### src/rtl/floor_indicator.sv
// ============================================================================
// Module   : floor_indicator
// Function : Elevator floor display with direction flags, settle-based arrival
//            pulse and a sticky out-of-range error flag.
//            Optional FLOOR_INDICATOR_SEG7_EN adds a registered 7-segment output.
// Revision : 1.0 - initial release
// ============================================================================
`default_nettype none

module floor_indicator #(
   parameter int FLOOR_W       = 4,
   parameter int NUM_FLOORS    = 8,
   parameter int SETTLE_CYCLES = 3,
   parameter int ARRIVE_CYCLES = 2
) (
   input  logic               clk,
   input  logic               reset,
   input  logic [FLOOR_W-1:0] floor,
   input  logic               floor_valid,
   input  logic               clr_err,
`ifdef FLOOR_INDICATOR_SEG7_EN
   output logic [6:0]         seg,
`endif
   output logic [FLOOR_W-1:0] display,
   output logic               dir_up,
   output logic               dir_down,
   output logic               arrived,
   output logic               err
);

   localparam int c_SETTLE_W = $clog2(SETTLE_CYCLES + 1);
   localparam int c_ARRIVE_W = $clog2(ARRIVE_CYCLES + 1);
   localparam logic [c_SETTLE_W-1:0] c_SETTLE_DONE = c_SETTLE_W'(SETTLE_CYCLES);
   localparam logic [c_ARRIVE_W-1:0] c_PULSE_LAST  = c_ARRIVE_W'(ARRIVE_CYCLES - 1);

   typedef enum logic [1:0] {
      S_IDLE    = 2'd0,
      S_MOVING  = 2'd1,
      S_ARRIVED = 2'd2
   } state_t;

   state_t                r_state, w_state_next;
   logic [FLOOR_W-1:0]    r_display, w_display_next;
   logic                  r_dir_up, w_dir_up_next;
   logic                  r_dir_down, w_dir_down_next;
   logic                  r_arrived, w_arrived_next;
   logic                  r_err, w_err_next;
   logic [c_SETTLE_W-1:0] r_settle, w_settle_next, w_settle_inc;
   logic [c_ARRIVE_W-1:0] r_pulse, w_pulse_next;

   logic w_in_range, w_accept, w_bad, w_up, w_down, w_change;

   always_comb begin
      w_in_range = (32'(floor) < NUM_FLOORS);
      w_accept   = floor_valid && w_in_range;
      w_bad      = floor_valid && !w_in_range;
      w_up       = w_accept && (floor > r_display);
      w_down     = w_accept && (floor < r_display);
      w_change   = w_up || w_down;
   end

   always_comb begin
      w_state_next    = r_state;
      w_display_next  = r_display;
      w_dir_up_next   = r_dir_up;
      w_dir_down_next = r_dir_down;
      w_arrived_next  = r_arrived;
      w_err_next      = r_err;
      w_settle_next   = r_settle;
      w_pulse_next    = r_pulse;
      w_settle_inc    = r_settle + 1'b1;

      // Setting the error takes priority over clearing it
      if (w_bad) begin
         w_err_next = 1'b1;
      end else if (clr_err) begin
         w_err_next = 1'b0;
      end

      if (w_change) begin
         w_display_next  = floor;
         w_dir_up_next   = w_up;
         w_dir_down_next = w_down;
      end

      // An out-of-range sample freezes the whole FSM for that cycle
      if (!w_bad) begin
         case (r_state)
            S_IDLE: begin
               if (w_change) begin
                  w_state_next  = S_MOVING;
                  w_settle_next = '0;
               end
            end
            S_MOVING: begin
               if (w_change) begin
                  w_settle_next = '0;
               end else begin
                  w_settle_next = w_settle_inc;
                  if (w_settle_inc == c_SETTLE_DONE) begin
                     w_state_next    = S_ARRIVED;
                     w_arrived_next  = 1'b1;
                     w_dir_up_next   = 1'b0;
                     w_dir_down_next = 1'b0;
                     w_pulse_next    = '0;
                  end
               end
            end
            S_ARRIVED: begin
               if (w_change) begin
                  w_state_next   = S_MOVING;
                  w_arrived_next = 1'b0;
                  w_settle_next  = '0;
               end else if (r_pulse == c_PULSE_LAST) begin
                  w_state_next   = S_IDLE;
                  w_arrived_next = 1'b0;
                  w_pulse_next   = '0;
               end else begin
                  w_pulse_next = r_pulse + 1'b1;
               end
            end
            default: begin
               w_state_next   = S_IDLE;
               w_arrived_next = 1'b0;
            end
         endcase
      end
   end

   always_ff @(posedge clk or posedge reset) begin
      if (reset) begin
         r_state    <= S_IDLE;
         r_display  <= '0;
         r_dir_up   <= 1'b0;
         r_dir_down <= 1'b0;
         r_arrived  <= 1'b0;
         r_err      <= 1'b0;
         r_settle   <= '0;
         r_pulse    <= '0;
      end else begin
         r_state    <= w_state_next;
         r_display  <= w_display_next;
         r_dir_up   <= w_dir_up_next;
         r_dir_down <= w_dir_down_next;
         r_arrived  <= w_arrived_next;
         r_err      <= w_err_next;
         r_settle   <= w_settle_next;
         r_pulse    <= w_pulse_next;
      end
   end

`ifdef FLOOR_INDICATOR_SEG7_EN
   logic [3:0] w_digit;
   logic [6:0] w_seg_next;
   logic [6:0] r_seg;

   // Decoded from the next display value so seg and display update together
   always_comb begin
      w_digit = 4'(32'(w_display_next) % 32'd10);
      case (w_digit)
         4'd0:    w_seg_next = 7'b0111111;
         4'd1:    w_seg_next = 7'b0000110;
         4'd2:    w_seg_next = 7'b1011011;
         4'd3:    w_seg_next = 7'b1001111;
         4'd4:    w_seg_next = 7'b1100110;
         4'd5:    w_seg_next = 7'b1101101;
         4'd6:    w_seg_next = 7'b1111101;
         4'd7:    w_seg_next = 7'b0000111;
         4'd8:    w_seg_next = 7'b1111111;
         4'd9:    w_seg_next = 7'b1101111;
         default: w_seg_next = 7'b0111111;
      endcase
   end

   always_ff @(posedge clk or posedge reset) begin
      if (reset) begin
         r_seg <= 7'b0111111;
      end else begin
         r_seg <= w_seg_next;
      end
   end

   assign seg = r_seg;
`endif

   assign display  = r_display;
   assign dir_up   = r_dir_up;
   assign dir_down = r_dir_down;
   assign arrived  = r_arrived;
   assign err      = r_err;

endmodule

`default_nettype wire

### config.mk
export PLATFORM = sky130hd
export DESIGN_NAME = floor_indicator
export DESIGN_NICKNAME = d
export VERILOG_FILES = /design/src/rtl/floor_indicator.sv
export SDC_FILE = /design/constraint.sdc
export NUM_CORES = 1
export LEC_CHECK = 0
export ABC_AREA = 1
export BUFFER_PORTS_ARGS = -buffer_cell sky130_fd_sc_hd__buf_2
export CAP_MARGIN = 40
export CORE_MARGIN = 10
export CORE_UTILIZATION = 50
export DETAILED_ROUTE_END_ITERATION = 8
export GPL_ROUTABILITY_DRIVEN = 0
export MAX_ROUTING_LAYER = met4
export PLACE_DENSITY = 0.81
export SLEW_MARGIN = 0
export SYNTH_ARGS = -nofsm -noshare
export SYNTH_HDL_FRONTEND = slang
export SYNTH_SLANG_ARGS = --single-unit
### constraint.sdc
create_clock -name clk -period 2 [get_ports clk]
set_input_delay 0.2 -clock clk [delete_from_list [all_inputs] [get_ports clk]]
set_output_delay 0.2 -clock clk [all_outputs]
set_load 0.02 [all_outputs]
==> impl_metrics.ini, run 1 <==
[timing]
clock_skew_ps = 0.550
finalWorstSetupSlack_ps = 243
max_freq_ghz = 0.569
fin_tns_setup_ps = 0
setup_viol = 0
final_max_slew_viol_count = 0
rsz0062_at_grt = no
max_slew.worst_pin.slew_ps = 553
finalCritPeriodShare = 0.878
period_minus_slack_ps = 1760
slew_headroom = 0.631
holdWs_ps = 101
hold_viol = 0

[clock_tree]
cts.sinks = 14
post_cts_buffers = 0
clkLatencyLatePin_ps = 280
clk_pin_slew_worst_paths_ps = 90
clock-root-buffer = clkbuf_4
htreeDepth = 1
cts_tree = built
clockBufferDepth = 2
cts_buffers = 3

[drt]
wl_per_cell_um = 11.6
drt_iter0_drc = 3
drt-total-wl_um = 1570
drtAntennaViolNets = 0
drtPass1Iterations = 4
vias = 670
via_per_inst = 4.96
drc = 0

[outcome]
outcome = finished, final reports clean

[floorplan]
dieArea_sq_mm = 0.00361
die_y_um = 60.1
start_util = 0.534
rows = 14
io_pins = 16
coreArea_sq_mm = 0.00151
dieWidth_um = 60.1

[global_route]
antenna_found_initial = 0
grt_pass1_wl_um = 2680
grt_pass1_vias = 658
grt-ovfl-total = 0
grt_usage = 0.0978
grt_max_degree = 15

[synth]
synth_seq_area_share = 0.435
syn-num-nets = 113
synthMuxAreaShare = 0
synth-simple-area-share = 0.288
yosysMostFrequentCell = nand2_1
ys_warn_count = 0
synthesis.instances = 100
ys_types = 19
syn-mean-instance-area_sq_um = 8.05
postSynth.asyncResetShare = 1.00
yosys.area.top_type = dfrtp_1
synth_common_cells = 25 x nand2_1, 19 x inv_1, 14 x dfrtp_1
synth.ff_latch_count = 14
synth_compound_area_frac = 0.0918
synth.area.top_cells = dfrtp_1 44%, nand2_1 12%, inv_1 8.9%
synth_top_family_by_area = simple AND/OR/NAND/NOR gates
synth_edf_count = 0
synth-xor-area-share = 0
synth_top_area_frac = 0.435
synth_area_sq_um = 805
synth_top_flop_cell = dfrtp_1
synth_adder_area_share = 0.0778

[setup_path]
end_kind = register
arrival_ps = 1940
r2r-end = r_pulse[1]
critical_path_required_ps = 2180
worstReg2RegStart = display[3]
start_kind = register
reg2regPathDepth = 9
reg2reg_slack_ps = 240
worstPathMaxFanout = 11
critical_path_class = reg2reg

[power]
powerDensity_mw_per_mm2 = 1250
ir_drop_v = 0.000701
p_leak_nw = 0.540

[finish]
stdcell_count = 135
nFillCells = 134
syn_to_final_growth_pct = 16.2
nets = 133
fin_area_sq_um = 935
antennaDiodeCount = 0
layout-drive-gt1-share = 0.261

[place]
port_buffers = 15
dp.cells = 130
place_ws_ps = 250
post_dp_cell_area_sq_um = 888
dpl.hpwl_um = 1280

[worst_hold_path]
hold_end = err
whs_path_depth = 2
hold_path.class = in2reg
min_from = clr_err

[job]
cap_violations = 0
per-stage QoR:
| step | utilization | power (W) |
|---|---|---|
| global route | 0.620 | 0.00126 |
| floorplan | - | 0.000842 |
| finish | 0.620 | 0.00116 |
| detailed placement | 0.590 | 0.000963 |
| CTS | 0.620 | 0.00117 |
| global placement | 0.590 | 0.000940 |
report_power, final:
group,switching (W),internal (W),total [W]
clock,0.0000977,0.000111,0.000209
combinational,0.000331,0.000189,0.000520
sequential,0.0000591,0.000376,0.000435
timing repair:
| item | 4_1_cts | 5_1_grt |
|---|---|---|
| hold buffers | 1 | 0 |
| resized for setup | 0 | 0 |
| endpoints found under the hold margin | 14 | 0 |
| endpoints found under the setup margin | 0 | 0 |
kinds of logic (layout without fill, tap and decap cells):
group           count (synthesis)  in the layout
flops                          14             14
buf+inv                        21             40
fa+ha+maj                       5              5
compound gates                 12             12
simple gates                   48             48
worst max-delay path: stages, from the launching register on:
cell and delay, ps:
dfrtp_1 350, inv_1 60, ha_1 280, nand2_1 80, o21ai_2 240, nand2_2 210
inv_1 130, nand2_1 70, a21oi_1 170, nor2_1 50
registers in the layout (all words and copies together) (netlist names):
register  flops
arrived       1
r_settle      2
err           1
display       4
dir_down      1
r_pulse       2
dir_up        1
r_state       2
worst max-delay path by stage:
stage	to	slack (ps)	start	depth (start not counted)
after floorplan	r_state[1]	360	display[3]	10
after global placement	r_pulse[1]	320	display[3]	9
after detailed placement	r_pulse[0]	250	display[3]	9
after CTS	r_pulse[0]	250	display[3]	9
after global routing	r_pulse[1]	30	display[3]	9
final	r_pulse[1]	240	display[3]	9
metal layers:
| metal | wire length [um] | vias up | GRT usage |
|---|---|---|---|
| li1 | - | 350 | - |
| met1 | 703 | 300 | 0.104 |
| met2 | 719 | 17 | 0.159 |
| met3 | 129 | 3 | 0.0318 |
| met4 | 18 | 0 | 0.0481 |
| met5 | 0 | - | - |
layout by cell type, fill, tap and decap left out, drive strengths merged, types with 2 or more instances in the layout:
master	n
a21oi	3
buf	15
clkbuf	4
dfrtp	14
ha	5
inv	20
nand2	29
nand3	7
nor2	10
nor3	2
o21ai	7
final cells by class:
type / count / area (sq um) / share of cell area
clock buffer: 4 / 36.3 / 0.0388
inverter: 20 / 75.1 / 0.0803
multi-input combinational: 65 / 368 / 0.394
sequential: 14 / 350 / 0.375
tap: 16 / 20.0 / 0.0214
timing repair buffer: 16 / 85.1 / 0.0910
(Power assumes the default switching activity.)
==> run 2: changes to the inputs <==
- CORE_UTILIZATION: 50 -> 45
- PLACE_DENSITY: 0.81 -> 0.74
- SKIP_CTS_REPAIR_TIMING: unset -> 1
==> impl_metrics.ini, run 2 (same netlist as run 1, synthesis figures left out) <==
[drt]
drtPass1Iterations = 4
drt_iter0_drc = 22
vias = 668
drc = 0
via_per_inst = 4.64
wl_per_cell_um = 11.1
drtAntennaViolNets = 0
drt-total-wl_um = 1600

[global_route]
grt_pass1_wl_um = 2840
grt_max_degree = 15
antenna_found_initial = 0
grt_pass1_vias = 675
grt_usage = 0.0920
grt-ovfl-total = 0

[setup_path]
slowest_delay_ps = 350
critical_path_class = reg2reg
crit_slowest_cell = dfrtp_1
end_kind = register
start_kind = register
cp_cell_sequence = inv_1, ha_1, nand2_1, o21ai_2, nand2_2, inv_1, nand2_1, a21oi_1, nor2_1
critical_path_buf_inv_count = 2
critical_path_required_ps = 2180
arrival_ps = 1950
worstPathMaxFanout = 11
cpLargestDelayFamily = simple AND/OR/NAND/NOR gates

[finish]
multi_input_area_sq_um = 368
layout_commonest_cell = nand2_1
layout_common_cells = 25 x nand2_1, 19 x inv_1, 15 x buf_2
nFillCells = 165
regArea_sq_um = 350
largest_reg_flops = 4
antennaDiodeCount = 0
fin_util = 0.554
layout-drive-gt1-share = 0.261
syn_to_final_growth_pct = 17.6
nets = 133

[timing]
clock_skew_ps = 1.97
max_slew.worst_pin.slew_ps = 548
hold_viol = 0
finalCritPeriodShare = 0.889
max_freq_ghz = 0.562
period_minus_slack_ps = 1780
setup_viol = 0
fin_tns_setup_ps = 0
slew_headroom = 0.634
holdWs_ps = 85.9
rsz0062_at_grt = no
final_max_slew_viol_count = 0

[clock_tree]
clock-root-buffer = clkbuf_4
cts.sinks = 14
cts_buffers = 3
htreeDepth = 1
clk_pin_slew_worst_paths_ps = 90
clkLatencyLatePin_ps = 290
cts_tree = built
clockBufferDepth = 2

[floorplan]
dieWidth_um = 62.3
start_util = 0.471
rows = 15
dieArea_sq_mm = 0.00388
io_pins = 16
die_y_um = 62.3
coreArea_sq_mm = 0.00171

[place]
port_buffers = 15
dpl.hpwl_um = 1250

[power]
p_leak_nw = 0.540
total_power_w = 0.00117
ir_drop_v = 0.000605
powerDensity_mw_per_mm2 = 1230

[outcome]
outcome = finished, final reports clean

[job]
cap_violations = 0

[worst_hold_path]
hold_path.class = in2reg
## run 2: stage by stage
step / setup slack (ps) / instance area (sq um) / std cells
floorplan: 355 / 805 / 100
global placement: 324 / 900 / 139
detailed placement: 247 / 900 / 139
CTS: 212 / 936 / 143
global route: 10.8 / 946 / 144
finish: 222 / 946 / 144
## run 2: layout make-up
class | instances | area share
clock buffer | 4 | 0.0384
inverter | 20 | 0.0794
multi-input combinational | 65 | 0.389
sequential | 14 | 0.370
tap | 25 | 0.0331
timing repair buffer | 16 | 0.0899
## run 2: report_power, final
| part | switching [W] | total, W | internal, W |
|---|---|---|---|
| clock | 0.0000977 | 0.000209 | 0.000111 |
| combinational | 0.000330 | 0.000520 | 0.000190 |
| sequential | 0.0000615 | 0.000438 | 0.000376 |
| total | 0.000489 | 0.00117 | 0.000677 |
## run 2: worst paths after layout
kind	startpoint	end	slack (ps)	depth (start not counted)
setup / recovery	display[3]	r_pulse[0]	220	9
hold / removal	clr_err	err	90	2
setup reg to reg	display[3]	r_pulse[0]	220	9
hold reg to reg	arrived	arrived	480	2
max in group asynchronous	reset	r_settle[1]	1150	3
min in group asynchronous	reset	display[1]	490	3
## run 2: layer usage
metal  up-vias  part of all wire  track usage
li1        347                 -            -
met1       299              0.47       0.0993
met2        16              0.45        0.138
met3         6             0.054       0.0358
met4         0             0.026       0.0587
met5         -                 0            -
==> run 3: changes to the inputs <==
- clock period: 2 -> 1.65 ns (I/O delays scaled with it)
==> impl_metrics.ini, run 3 (same netlist as run 1, synthesis figures left out) <==
[setup_path]
critical_path_class = reg2reg
r2r-end = dir_up
worstPathMaxFanout = 3
reg2regPathDepth = 7
critical_path_required_ps = 1820
end_kind = register
reg2reg_slack_ps = 70
start_kind = register
arrival_ps = 1740
worstReg2RegStart = display[3]

[finish]
fin_util = 0.614
layout_common_cells = 23 x nand2_1, 16 x inv_1, 15 x buf_2
nets = 138
layout_commonest_cell = nand2_1
nFillCells = 147
syn_to_final_growth_pct = 30.3
layout-drive-gt1-share = 0.366
largest_reg_flops = 4
antennaDiodeCount = 0

[floorplan]
dieWidth_um = 62.3
dieArea_sq_mm = 0.00388
start_util = 0.471
die_y_um = 62.3
rows = 15
coreArea_sq_mm = 0.00171
io_pins = 16

[power]
ir_drop_v = 0.000840
powerDensity_mw_per_mm2 = 1350
total_power_w = 0.00141
p_leak_nw = 0.563

[clock_tree]
htreeDepth = 1
clkLatencyLatePin_ps = 280
cts.sinks = 14
cts_tree = built
cts_buffers = 3
clockBufferDepth = 2
clock-root-buffer = clkbuf_4
clk_pin_slew_worst_paths_ps = 80

[timing]
fin_tns_setup_ps = 0
clock_skew_ps = 6.69
max_freq_ghz = 0.633
final_max_slew_viol_count = 0
max_slew.worst_pin.slew_ps = 532
hold_viol = 0
finalCritPeriodShare = 0.957
setup_viol = 0
slew_headroom = 0.645
period_minus_slack_ps = 1580

[global_route]
grt_pass1_vias = 609
grt_usage = 0.0841
grt_max_degree = 15
antenna_found_initial = 0
grt_pass1_wl_um = 2610
grt-ovfl-total = 0

[drt]
drtPass1Iterations = 3
drc = 0
drtAntennaViolNets = 0
drt_iter0_drc = 8
drt-total-wl_um = 1720
via_per_inst = 4.71
vias = 697
wl_per_cell_um = 11.6

[place]
dpl.hpwl_um = 1280
port_buffers = 15

[worst_hold_path]
hold_path.class = in2reg
whs_path_depth = 2
min_from = clr_err
hold_end = err

[outcome]
outcome = finished, final reports clean

[job]
cap_violations = 0
==> run 3: changes by cell type in the layout (fill, tap and decap cells not counted), moves of 2 or more <==
cell / delta
buf_4: +3
a21oi_2: +2
inv_2: +3
a21oi_1: -2
nand2_1: -2
ha_1: -3
inv_1: -3
ha_4: +3
==> run 3: worst max path at each step <==
stage	end	slack (ps)	start
after floorplan	r_state[1]	5	display[3]
after global placement	r_state[0]	100	display[3]
after detailed placement	r_state[0]	30	display[3]
after CTS	r_settle[0]	10	display[3]
after global routing	r_state[1]	-20	display[2]
final	dir_up	70	display[3]
==> run 3: routing by layer <==
layer / wire length [um] / vias to the layer above / track usage
met5: 0 / - / -
met4: 36 / 0 / 0.0503
met3: 88 / 5 / 0.0358
met2: 795 / 15 / 0.115
met1: 800 / 319 / 0.0993
li1: - / 358 / -
==> run 3: final cells by class <==
| type | count | area (sq um) | area share |
|---|---|---|---|
| clock buffer | 3 | 22.5 | 0.0215 |
| inverter | 20 | 75.1 | 0.0716 |
| multi-input combinational | 65 | 430 | 0.410 |
| sequential | 14 | 350 | 0.334 |
| tap | 25 | 31.3 | 0.0298 |
| timing repair buffer | 21 | 139 | 0.132 |
==> run 3: power by group <==
part | leakage, nW | switching (W) | internal, W
sequential | 0.177 | 0.0000735 | 0.000456
clock | 0.0138 | 0.000101 | 0.0000847
combinational | 0.373 | 0.000425 | 0.000273
total | 0.563 | 0.000600 | 0.000813
==> run 3: per-stage QoR <==
| step | cells | cell area [sq um] | hold WS (ps) | setup WS, ps |
|---|---|---|---|---|
| after global routing | 148 | 1050 | 80.8 | -15.3 |
| final | 148 | 1050 | 75.8 | 70.8 |
| after detailed placement | 142 | 935 | 235 | 28.5 |
| after global placement | 142 | 935 | 242 | 102 |
| after CTS | 145 | 957 | -63.3 | 14.1 |
| after floorplan | 100 | 805 | 54.2 | 5.19 |
==> run 3: critical path, cell delays in order, from the launching register on <==
cell	delay, ps
dfrtp_1	400
inv_2	80
ha_4	200
a21oi_2	210
nand3_4	110
buf_6	130
buf_4	120
a31o_2	190
